File: config.mk
export PLATFORM = sky130hd
export DESIGN_NAME = basilisk_decode
export DESIGN_NICKNAME = d
export VERILOG_FILES = /design/src/rtl/basilisk_pkg.sv /design/src/rtl/basilisk_unpack_operand.sv /design/src/rtl/basilisk_decode.sv
export SDC_FILE = /design/constraint.sdc
export NUM_CORES = 1
export LEC_CHECK = 0
export BUFFER_PORTS_ARGS = -buffer_cell sky130_fd_sc_hd__buf_2
export CORE_MARGIN = 1.5
export CORE_UTILIZATION = 60
export CTS_CLUSTER_DIAMETER = 120
export DETAILED_ROUTE_END_ITERATION = 7
export PLACE_DENSITY = 0.84
export SLEW_MARGIN = 10
export SYNTH_ARGS = -nofsm -noshare
export SYNTH_HDL_FRONTEND = slang
export SYNTH_SLANG_ARGS = --single-unit
File: constraint.sdc
create_clock -name clk -period 3.63 [get_ports clk]
set_input_delay 0.9075 -clock clk [delete_from_list [all_inputs] [get_ports clk]]
set_output_delay 0.9075 -clock clk [all_outputs]
set_load 0.01 [all_outputs]
File: src/rtl/basilisk_pkg.sv
// Shared types and constants for the basilisk floating-point unit.
package basilisk_pkg;

   localparam logic signed [9:0] BASILISK_EXP_BIAS    = 10'sd127;
   localparam logic signed [9:0] BASILISK_EXP_SPECIAL = 10'sd128;

   typedef enum logic [2:0] {
      BASILISK_OP_ADD  = 3'd0,
      BASILISK_OP_SUB  = 3'd1,
      BASILISK_OP_MUL  = 3'd2,
      BASILISK_OP_FMA  = 3'd3,
      BASILISK_OP_DIV  = 3'd4,
      BASILISK_OP_SQRT = 3'd5,
      BASILISK_OP_MIN  = 3'd6,
      BASILISK_OP_MAX  = 3'd7
   } basilisk_math_op_t;

   typedef struct packed {
      logic                sign;
      logic signed [9:0]   exp;
      logic [23:0]         mant;
      logic                zero;
      logic                inf;
      logic                nan;
      logic                snan;
   } basilisk_unpacked_t;

   typedef struct packed {
      logic [4:0]          dest_reg_addr;
      basilisk_math_op_t   op;
      logic [2:0]          rounding_mode;
      logic [31:0]         a;
      logic [31:0]         b;
      logic [31:0]         c;
   } basilisk_decode_command_t;

   typedef struct packed {
      logic [4:0]          dest_reg_addr;
      basilisk_math_op_t   op;
      logic [2:0]          rounding_mode;
      basilisk_unpacked_t  a;
      basilisk_unpacked_t  b;
      basilisk_unpacked_t  c;
   } basilisk_decoded_command_t;

   // Per-operand state captured between the classify and adjust halves.
   typedef struct packed {
      logic                sign;
      logic [7:0]          e;
      logic [22:0]         f;
      logic                zero;
      logic                inf;
      logic                nan;
      logic                snan;
      logic                sub;
      logic [4:0]          lz;
   } basilisk_s1_operand_t;

endpackage

File: src/rtl/basilisk_unpack_operand.sv
// Classifies one raw binary32 operand (stage 1) and normalizes it into
// sign / unbiased exponent / 24-bit mantissa form (stage 2).
module basilisk_unpack_operand
   import basilisk_pkg::*;
(
   input  logic [31:0]          raw,
   output basilisk_s1_operand_t s1,
   input  basilisk_s1_operand_t s1_q,
   output basilisk_unpacked_t   unpacked
);

   function automatic logic [4:0] lzc23(input logic [22:0] f);
      logic [4:0] n;
      n = 5'd0;
      for (int i = 0; i < 23; i++)
         if (f[i]) n = 5'(22 - i);
      return n;
   endfunction

   always_comb begin : classify
      s1      = '0;
      s1.sign = raw[31];
      s1.e    = raw[30:23];
      s1.f    = raw[22:0];
      s1.zero = (raw[30:23] == 8'h00) && (raw[22:0] == 23'd0);
      s1.sub  = (raw[30:23] == 8'h00) && (raw[22:0] != 23'd0);
      s1.inf  = (raw[30:23] == 8'hff) && (raw[22:0] == 23'd0);
      s1.nan  = (raw[30:23] == 8'hff) && (raw[22:0] != 23'd0);
      s1.snan = s1.nan && !raw[22];
      s1.lz   = lzc23(raw[22:0]);
   end

   always_comb begin : adjust
      unpacked      = '0;
      unpacked.sign = s1_q.sign;
      unpacked.zero = s1_q.zero;
      unpacked.inf  = s1_q.inf;
      unpacked.nan  = s1_q.nan;
      unpacked.snan = s1_q.snan;
      if (s1_q.zero) begin
         unpacked.exp  = '0;
         unpacked.mant = '0;
      end else if (s1_q.inf || s1_q.nan) begin
         // Infinity has F=0, so {1,F} yields 0x800000 for it as well.
         unpacked.exp  = BASILISK_EXP_SPECIAL;
         unpacked.mant = {1'b1, s1_q.f};
      end else if (s1_q.sub) begin
         unpacked.exp  = -BASILISK_EXP_BIAS - $signed({5'b00000, s1_q.lz});
         unpacked.mant = {s1_q.f, 1'b0} << s1_q.lz;
      end else begin
         unpacked.exp  = $signed({2'b00, s1_q.e}) - BASILISK_EXP_BIAS;
         unpacked.mant = {1'b1, s1_q.f};
      end
   end

endmodule

File: src/rtl/basilisk_decode.sv
// Operand-unpack stage: two-stage valid/ready pipeline around three
// operand unpackers, with passthrough of the command control fields.
module basilisk_decode
   import basilisk_pkg::*;
(
   input  logic                      clk,
   input  logic                      rst,
   input  logic                      decode_command_valid,
   output logic                      decode_command_ready,
   input  basilisk_decode_command_t  decode_command_data,
   output logic                      decoded_command_valid,
   input  logic                      decoded_command_ready,
   output basilisk_decoded_command_t decoded_command_data
);

   logic                 s1_valid;
   logic                 s2_valid;
   logic                 s1_ready;
   logic                 s2_ready;
   logic [4:0]           s1_dest;
   basilisk_math_op_t    s1_op;
   logic [2:0]           s1_rm;
   logic [31:0]          raw  [3];
   basilisk_s1_operand_t s1_d [3];
   basilisk_s1_operand_t s1_q [3];
   basilisk_unpacked_t   up   [3];

   assign raw[0] = decode_command_data.a;
   assign raw[1] = decode_command_data.b;
   assign raw[2] = decode_command_data.c;

   for (genvar g = 0; g < 3; g++) begin : g_op
      basilisk_unpack_operand u_unpack (
         .raw      (raw[g]),
         .s1       (s1_d[g]),
         .s1_q     (s1_q[g]),
         .unpacked (up[g])
      );
   end

   assign s2_ready              = !s2_valid || decoded_command_ready;
   assign s1_ready              = !s1_valid || s2_ready;
   assign decode_command_ready  = s1_ready && rst;
   assign decoded_command_valid = s2_valid;

   always_ff @(posedge clk or negedge rst) begin
      if (!rst) begin
         s1_valid <= 1'b0;
         s1_dest  <= '0;
         s1_op    <= BASILISK_OP_ADD;
         s1_rm    <= '0;
         for (int i = 0; i < 3; i++) s1_q[i] <= '0;
      end else if (s1_ready) begin
         s1_valid <= decode_command_valid;
         if (decode_command_valid) begin
            s1_dest <= decode_command_data.dest_reg_addr;
            s1_op   <= decode_command_data.op;
            s1_rm   <= decode_command_data.rounding_mode;
            for (int i = 0; i < 3; i++) s1_q[i] <= s1_d[i];
         end
      end
   end

   always_ff @(posedge clk or negedge rst) begin
      if (!rst) begin
         s2_valid             <= 1'b0;
         decoded_command_data <= '0;
      end else if (s2_ready) begin
         s2_valid <= s1_valid;
         if (s1_valid) begin
            decoded_command_data.dest_reg_addr <= s1_dest;
            decoded_command_data.op            <= s1_op;
            decoded_command_data.rounding_mode <= s1_rm;
            decoded_command_data.a             <= up[0];
            decoded_command_data.b             <= up[1];
            decoded_command_data.c             <= up[2];
         end
      end
   end

endmodule

==> results of run 1 <==
[worst min-delay path by stage]
stage | from | endpoint | slack [ns] | cells past startpoint
final | rst | decoded_command_data[110]$_DFFE_PN0P_ | 0.16 | 1
after global routing | rst | decoded_command_data[85]$_DFFE_PN0P_ | 0.16 | 1
after CTS | rst | decoded_command_data[85]$_DFFE_PN0P_ | 0.15 | 1
after detailed placement | s1_op[1]$_DFFE_PN0P_ | decoded_command_data[121]$_DFFE_PN0P_ | 0.45 | 2
after global placement | s1_dest[1]$_DFFE_PN0P_ | decoded_command_data[124]$_DFFE_PN0P_ | 0.45 | 2
after floorplan | s1_q[6]$_DFFE_PN0P_ | decoded_command_data[0]$_DFFE_PN0P_ | 0.44 | 2
[metrics by stage]
stage | power (µW) | utilization | hold slack [ns] | area [µm²] | setup slack [ns]
5_1_grt | 9560 | 0.701 | 0.156 | 17500 | 0.831
3_5_place_dp | 6290 | 0.665 | 0.449 | 16600 | 0.907
4_1_cts | 9130 | 0.701 | 0.151 | 17500 | 0.939
6_report | 9160 | 0.701 | 0.163 | 17500 | 0.915
2_1_floorplan | 5290 | - | 0.439 | 15200 | 1.31
3_3_place_gp | 6250 | 0.665 | 0.447 | 16600 | 0.960
[synth_stat cells, types with 15 or more instances]
cell type	number
nand2_1	515
dfrtp_1	264
o21ai_0	113
nor2_1	109
a21oi_1	71
clkbuf_1	71
mux2i_1	66
mux2_2	38
nor3_1	33
nand3_1	32
and3_1	30
mux4_2	26
inv_1	25
nor4_1	25
o31ai_1	21
nor2b_1	17
buf_2	16
a31oi_1	15
[sequential cells by signal (all words and copies together), names as in the netlist]
name	flops
decoded_command_data	125
decoded_command_valid	1
s1_dest	5
s1_op	3
s1_q	126
s1_rm	3
s1_valid	1
[layer usage]
layer	vias to the layer above	part of all wire	wire length, µm	global-route usage
li1	6611	-	-	-
met4	0	0.045	2190	0.169
met3	170	0.080	3880	0.0526
met2	758	0.47	22800	0.588
met1	7073	0.40	19500	0.499
met5	-	0	0	0
[final cells by class]
cell class / instances / share of cell area
timing repair buffer: 277 / 0.0870
sequential: 264 / 0.376
inverter: 26 / 0.00556
clock inverter: 14 / 0.00734
multi-input combinational: 1356 / 0.456
tap: 330 / 0.0235
clock buffer: 37 / 0.0442
[cell families (layout without fill, tap and decap cells)]
logic type | count (synthesis) | in the layout
mux | 141 | 141
xor+xnor | 22 | 22
simple gates | 830 | 830
fa+ha+maj | 6 | 6
buf+inv | 137 | 354
compound gates | 357 | 357
flops | 264 | 264
[where the power goes]
group / internal (µW) / switching [µW] / leakage, µW
Combinational: 1050 / 1410 / 0.00466
Sequential: 3380 / 465 / 0.00333
Clock: 1640 / 1210 / 0.000447
Total: 6070 / 3090 / 0.00843
==> reports/metrics.yaml, run 1 <==
yosys:
  ys_seq_area_frac: 0.435
  synthXorXnorAreaFrac: 0.0127
  synth_cells: 1757
  synth_top_area_frac: 0.435
  synth-simple-area-share: 0.237
  synth_fa_ha_area_frac: 0.00494
  synth.largest_area_cell: "dfrtp_1"
  synth_top_family_by_area: "simple AND/OR/NAND/NOR gates"
  synth_area_mm2: 0.0152
  synth-edff-count: 0
  syn_avg_cell_area_um2: 8.65
  synth_flop_cell: "dfrtp_1"
  ys_ff_latch: 264
  ys_warn_count: 0
  async_flop_share: 1.00
  syn_nets: 1874
  ys_top_cells_by_area: "dfrtp_1, nand2_1, mux2i_1"
  synth_compound_area_frac: 0.150
  yosysUniqueCellTypes: 74
  muxShareOfSynthArea: 0.120
clocking:
  ctsHoldBuffers: 0
  cts_buffer_depth: 3
  clk_pin_slew_ns: 0.06
  cts_made_buffers: 28
  ctsRootBufferMaster: "clkbuf_16"
  cts_resized: 0
  cts_tree: "yes"
  postCtsSetupRepairBufs: 0
  numClockSinks: 264
  clk_latency_ns: 0.55
  htree_levels: 1
critical_path:
  worst-path-stages: 3
  critPathRequiredTime_ns: 2.72
  worst-path-max-fanout: 7
  endpoint_kind: "output pin"
  crit_path_end: "decode_command_ready"
  crit_arrival_ns: 1.81
  crit_type: "register to output pin"
  r2r-end: "decoded_command_data[65]$_DFFE_PN0P_"
  critPathSlowestCell: "dfrtp_1"
  r2r-start: "s1_q[42]$_DFFE_PN0P_"
  cpPeakStageDelay_ns: 0.62
  critPathTopFamily: "flip-flops"
  crit_buf_inv: 1
  critPathLaunch: "s1_valid$_DFFE_PN0N_"
  r2r_slack_ns: 0.98
  start_kind: "register"
  reg2reg_depth: 6
  worstPathCellList: "nand3b_1, and2_1, buf_2"
sta:
  hold_violations: 0
  max_freq_mhz: 368
  tightest_slew_ns: 1.06
  finalCriticalPeriod_ns: 2.71
  post-route-period-util: 0.748
  finalSetupViolations: 0
  slew_violations: 0
  rsz0062_at_grt: "no"
  fin_setup_tns_ns: 0
  slew_headroom: 0.291
  fin_skew_ns: 0.0117
final_layout:
  drive_gt1_frac: 0.208
  final_cell_count_no_fill: 2304
  final_common_cell: "nand2_1"
  multi_input_area_mm2: 0.00800
  diodes: 0
  nets: 2070
  final_cell_mix: "nand2_1, dfrtp_1, buf_2"
  fillerInstances: 2028
  seqCellArea_mm2: 0.00661
  syn_to_final_growth_pct: 15.5
placement:
  dp_hpwl_mm: 34.9
  place_inst: 2253
  io_buffer_count: 240
  place_congestion: 0.976
route:
  dr.pass1.iters: 7
  drt_iter0_drc: 1510
  ant_nets: 0
  viasPerCell: 6.34
  wl_mm: 48.3
  vias: 14612
  drc: 0
  wl_per_cell_um: 21.0
grt:
  grt_pass1_wl_mm: 76.0
  grt_pass1_vias: 14069
  grt_max_degree: 190
  grt.total_usage: 0.368
  antenna_found_initial: 1
  overflow: 0
die:
  fp.dieArea_mm2: 0.0263
  die_x_um: 162
  row_count: 58
  ios: 241
  coreArea_mm2: 0.0250
  die_height_um: 162
  initial_core_util: 0.607
run_status:
  status: "finished clean"
flow_run:
  max_cap_viol_count: 0
worst_hold_path:
  min_path_type: "primary input to asynchronous set/reset pin"
pwr:
  power_density_mw_per_mm2: 522
  power_leakage_uw: 0.00843
  vdd_drop_max_uv: 440
Power figures use the tool's default switching activity.
==> run 2, diff against run 1 <==
Settings changed: ABC_AREA set to 1, CORE_UTILIZATION 60 to 57, PLACE_DENSITY 0.84 to 0.8.
Clock period 3.63 ns to 2.7 ns, I/O delays scaled along.
==> run 2 against run 1 <==
- core utilization shrank 2.3 points
- worst setup slack lost 0.62 ns
- power grew 43%
- clock skew shrank 0.0032 ns
- via count shrank 0.10%
- clock power grew 41%
- sequential power grew 39%
- non-clock buffer count grew 5
- routed wire length shrank 5.5%
- synthesized cell count grew 12%
- cell area shrank 2.4%
- largest power group unchanged
==> reports/metrics.yaml, run 2 <==
critical_path:
  endpoint_kind: "output pin"
  critPathSlowestCell: "dlygate4sd3_1"
  start_kind: "primary input"
  worst-path-max-fanout: 17
  cpPeakStageDelay_ns: 0.61
  critPathLaunch: "rst"
  r2r-start: "s1_q[84]$_DFFE_PN0P_"
  critPathRequiredTime_ns: 2.03
  worstPathCellList: "dlygate4sd3_1, buf_8, nand2_1, inv_1, buf_2"
  crit_type: "primary input to output pin"
  crit_arrival_ns: 1.73
yosys:
  synth_top_area_frac: 0.448
  ys_ff_latch: 264
  ys_warn_count: 0
  synth_area_mm2: 0.0147
  synth_cells: 1973
  synth_common_cells: "nand2_1, o21ai_0, dfrtp_1, inv_1, nor2_1"
  async_flop_share: 1.00
  synth.largest_area_cell: "dfrtp_1"
  ys_seq_area_frac: 0.448
  synth_flop_cell: "dfrtp_1"
  syn_nets: 2090
  syn_avg_cell_area_um2: 7.47
  ys_top_cells_by_area: "dfrtp_1, nand2_1, o21ai_0"
  synth-edff-count: 0
  synth.most_common_cell: "nand2_1"
  yosysUniqueCellTypes: 50
flow_run:
  max_cap_viol_count: 0
die:
  ios: 241
  fp.dieArea_mm2: 0.0268
  die_x_um: 164
  row_count: 58
  initial_core_util: 0.584
  coreArea_mm2: 0.0253
  die_height_um: 164
route:
  dr.pass1.iters: 7
  wl_mm: 45.7
  drc: 0
  wl_per_cell_um: 18.1
  ant_nets: 0
  vias: 14597
  drt_iter0_drc: 1394
  viasPerCell: 5.77
final_layout:
  fillerInstances: 2196
  final_cell_mix: "nand2_1, o21ai_0, dfrtp_1"
  top_regs: "s1_q (126), decoded_command_data (125), s1_dest (5)"
  nets: 2293
  drive_gt1_frac: 0.173
  stdcell_area_mm2: 0.0171
  final_common_cell: "nand2_1"
  multi_input_area_mm2: 0.00670
  seqCellArea_mm2: 0.00661
  syn_to_final_growth_pct: 16.2
  largest_reg_flops: 126
  top_register: "s1_q"
  final_cell_count_no_fill: 2529
pwr:
  power_leakage_uw: 0.00864
  pwr-share-seq: 0.407
  p_total_uw: 13100
  combPwrFrac: 0.287
  netSwitchingPower_uw: 4600
  power_density_mw_per_mm2: 767
  switching_share: 0.350
  intPower_uw: 8530
  power_frac_clock: 0.306
  vdd_drop_max_uv: 575
clocking:
  clk_latency_ns: 0.55
  clk_pin_slew_ns: 0.06
  cts_resized: 0
  cts_tree: "yes"
  htree_levels: 1
  numClockSinks: 264
  ctsRootBufferMaster: "clkbuf_16"
  cts_made_buffers: 29
  cts_buffer_depth: 3
placement:
  dp_hpwl_mm: 33.4
  dpl_cell_area_mm2: 0.0161
  pre_cts_ws_ns: 0.338
  place_inst: 2474
  place_congestion: 0.964
  io_buffer_count: 240
sta:
  fin_setup_tns_ns: 0
  finalSetupViolations: 0
  slew_headroom: 0.317
  post-route-period-util: 0.892
  fin_skew_ns: 0.00848
  finalCriticalPeriod_ns: 2.41
  hold_violations: 0
  max_freq_mhz: 415
  setup_ws_ns: 0.291
  slew_violations: 0
  tightest_slew_ns: 1.02
  rsz0062_at_grt: "no"
grt:
  grt_pass1_wl_mm: 72.6
  overflow: 0
  grt_max_degree: 179
  antenna_found_initial: 2
  grt_pass1_vias: 13942
  grt.total_usage: 0.344
run_status:
  status: "finished clean"
worst_hold_path:
  min_path_type: "primary input to register"
  hp-start: "decode_command_data[106]"
[run 2: cells by family after synthesis]
| group | count (synthesis) | share of synthesized area |
|---|---|---|
| buffers and inverters | 342 | 0.0980 |
| and+or+nand+nor | 790 | 0.216 |
| xor gates and xnor gates | 3 | 0.00178 |
| adders and majority gates | 6 | 0.00509 |
| muxes | 11 | 0.00747 |
| DFF | 264 | 0.448 |
| AOI/OAI and AO/OA | 557 | 0.223 |
[run 2: power groups by stage]
stage                     combinational, µW  sequential (µW)  clock (µW)
after floorplan                        2130             5490           0
after detailed placement               3730             5390           0
after global routing                   4210             5430        4240
after CTS                              3760             5330        4060
after global placement                 3670             5370           0
final                                  3760             5340        4020
[run 2: cell type report]
| class | count | share of cell area |
|---|---|---|
| Sequential cell | 264 | 0.386 |
| Inverter | 232 | 0.0510 |
| Clock buffer | 41 | 0.0503 |
| Clock inverter | 11 | 0.00650 |
| Antenna cell | 2 | 0.000292 |
| Timing Repair Buffer | 282 | 0.0907 |
| Multi-Input combinational cell | 1367 | 0.391 |
| Tap cell | 330 | 0.0241 |
[run 2: repair_timing]
item / 4_1_cts / 5_1_grt
hold buffers: 1 / 0
hold endpoints to repair: 14 / 0
buffers inserted: 0 / 0
[run 2: path summary, 6_finish.rpt]
check / end / slack (ns) / cells after the start
worst max-delay path: decode_command_ready / 0.29 / 5
worst min-delay path: s1_dest[4]$_DFFE_PN0P_ / 0.34 / 3
worst max register to register: decoded_command_data[104]$_DFFE_PN0P_ / 0.33 / 12
worst min register to register: decoded_command_data[63]$_DFFE_PN0P_ / 0.48 / 2
max in group asynchronous: s1_q[62]$_DFFE_PN0P_ / 0.88 / 3
min in group asynchronous: decoded_command_data[121]$_DFFE_PN0P_ / 0.60 / 2
[run 2: through the flow]
stage	hold WS, ns	util
floorplan	0.379	-
global placement	0.460	0.639
detailed placement	0.465	0.639
CTS	0.333	0.678
global route	0.359	0.678
finish	0.344	0.678
[run 2: metal layers]
metal	GRT usage	wire, µm
met1	0.465	19100
met2	0.567	21300
met3	0.0434	3460
met4	0.131	1800
met5	0	0
[run 2: critical path: cells and delay by family]
family | cells | cell delay [ns]
AND/OR/NAND/NOR | 1 | 0.07
buffers and inverters | 4 | 0.99
==> run 3, diff against run 2 <==
Settings changed: ABC_AREA 1 to not set, CORE_UTILIZATION 57 to 58, PLACE_DENSITY 0.8 to 0.81.
==> run 3 against run 2 <==
- maximum frequency down 0.23%
- combinational power down 9.0%
- hold slack worse by 0.15 ns
- sequential share of layout area down 1.5 points
- non-clock buffer count up 15
- first-iteration DRC count up 18%
- cell area up 4.0%
- clock power about the same
==> reports/metrics.yaml, run 3 (synthesis results as in run 1) <==
critical_path:
  crit_arrival_ns: 1.74
  endpoint_kind: "output pin"
  critPathLaunch: "s1_valid$_DFFE_PN0N_"
  start_kind: "register"
  critPathRequiredTime_ns: 2.03
  crit_type: "register to output pin"
  r2r-start: "s1_q[84]$_DFFE_PN0P_"
  reg2reg_depth: 6
  worst-path-max-fanout: 7
  r2r-end: "decoded_command_data[97]$_DFFE_PN0P_"
  crit_path_end: "decode_command_ready"
  r2r_slack_ns: 0.47
final_layout:
  largest_reg_flops: 126
  final_common_cell: "nand2_1"
  syn_to_final_growth_pct: 17.2
  drive_gt1_frac: 0.218
  top_register: "s1_q"
  final_cell_mix: "nand2_1, dfrtp_1, buf_2"
  top_regs: "s1_q (126), decoded_command_data (125), s1_dest (5)"
  nets: 2091
  fin_util: 0.687
run_status:
  status: "finished clean"
sta:
  slew_violations: 0
  hold_slack_ns: 0.190
  fin_skew_ns: 0.0141
  slew_headroom: 0.283
  fin_setup_tns_ns: 0
  max_freq_mhz: 414
  post-route-period-util: 0.894
  tightest_slew_ns: 1.08
  rsz0062_at_grt: "no"
  finalCriticalPeriod_ns: 2.41
  hold_violations: 0
  finalSetupViolations: 0
grt:
  grt.total_usage: 0.365
  overflow: 0
  grt_pass1_vias: 13806
  grt_max_degree: 195
  grt_pass1_wl_mm: 76.8
  antenna_found_initial: 1
die:
  fp.dieArea_mm2: 0.0272
  die_height_um: 165
  row_count: 59
  ios: 241
  coreArea_mm2: 0.0259
  die_x_um: 165
  initial_core_util: 0.586
route:
  wl_met3_mm: 3.95
  viasPerCell: 6.27
  wl_per_cell_um: 21.3
  dr.pass1.iters: 5
  vias: 14626
  drc: 0
  wl_mm: 49.6
  ant_nets: 0
  drt_iter0_drc: 1650
  m1WireLength_mm: 20.7
  routed.top_layer: "met4"
  met2_length_mm: 22.9
clocking:
  clk_latency_ns: 0.58
  clk_pin_slew_ns: 0.06
  ctsRootBufferMaster: "clkbuf_16"
  cts_tree: "yes"
  htree_levels: 1
  postCtsSetupRepairBufs: 0
  ctsHoldBuffers: 0
  numClockSinks: 264
  cts_buffer_depth: 3
  cts_made_buffers: 29
  cts_resized: 0
pwr:
  power_leakage_uw: 0.00857
  p_total_uw: 12600
  vdd_drop_max_uv: 711
  power_density_mw_per_mm2: 707
placement:
  place_congestion: 0.996
  dp_hpwl_mm: 36.8
  io_buffer_count: 240
worst_hold_path:
  min_path_type: "primary input to asynchronous set/reset pin"
flow_run:
  max_cap_viol_count: 0
run 3: changes by cell type in the layout (fill, tap and decap cells not counted), moves of 30 or more:
cell | previous run | this run
mux2i_1 | 11 | 66
a21oi_1 | 41 | 71
o21ai_0 | 268 | 113
nand2_1 | 568 | 513
inv_1 | 214 | 25
mux2_2 | 0 | 38
o21ai_1 | 83 | 14
run 3: routing by layer:
metal  vias up  global-route usage
met3       141              0.0563
met5         -                   0
met4         0               0.156
met1      7104               0.502
met2       737               0.574
li1       6644                   -
run 3: critical path, cell delays in order, from the launching register on:
cell and delay [ns]:
dfrtp_1 0.51, nand3b_1 0.24, and2_1 0.26, buf_2 0.15
run 3: final cells by class:
class | count | area [µm²]
Antenna cell | 1 | 2.50
Clock buffer | 35 | 768
Sequential cell | 264 | 6610
Inverter | 26 | 97.6
Clock inverter | 19 | 196
Tap cell | 335 | 419
Timing Repair Buffer | 297 | 1710
Multi-Input combinational cell | 1356 | 8000
Fill cell | 2123 | 8110
run 3: per-stage QoR:
step	cells	instance area (µm²)	worst slack, ns
3_5_place_dp	2278	16800	0.282
2_1_floorplan	1757	15200	0.609
4_1_cts	2332	17800	0.278
6_report	2333	17800	0.286
3_3_place_gp	2278	16800	0.282
5_1_grt	2333	17800	0.239
run 3: how the worst min path moves through the flow:
stage	cells after the start	start	to	slack, ns
global placement	2	s1_rm[2]$_DFFE_PN0P_	decoded_command_data[119]$_DFFE_PN0P_	0.45
finish	2	rst	s1_q[101]$_DFFE_PN0P_	0.19
detailed placement	2	s1_dest[0]$_DFFE_PN0P_	decoded_command_data[123]$_DFFE_PN0P_	0.45
global route	2	rst	decoded_command_data[88]$_DFFE_PN0P_	0.22
floorplan	0	rst	decoded_command_data[0]$_DFFE_PN0P_	0.38
CTS	2	rst	decoded_command_data[87]$_DFFE_PN0P_	0.18
run 3: power breakdown:
part | internal, µW | switching (µW) | total, µW | leakage (µW)
registers | 4550 | 583 | 5130 | 0.00333
clock network | 2320 | 1710 | 4040 | 0.000476
logic | 1440 | 1980 | 3420 | 0.00477
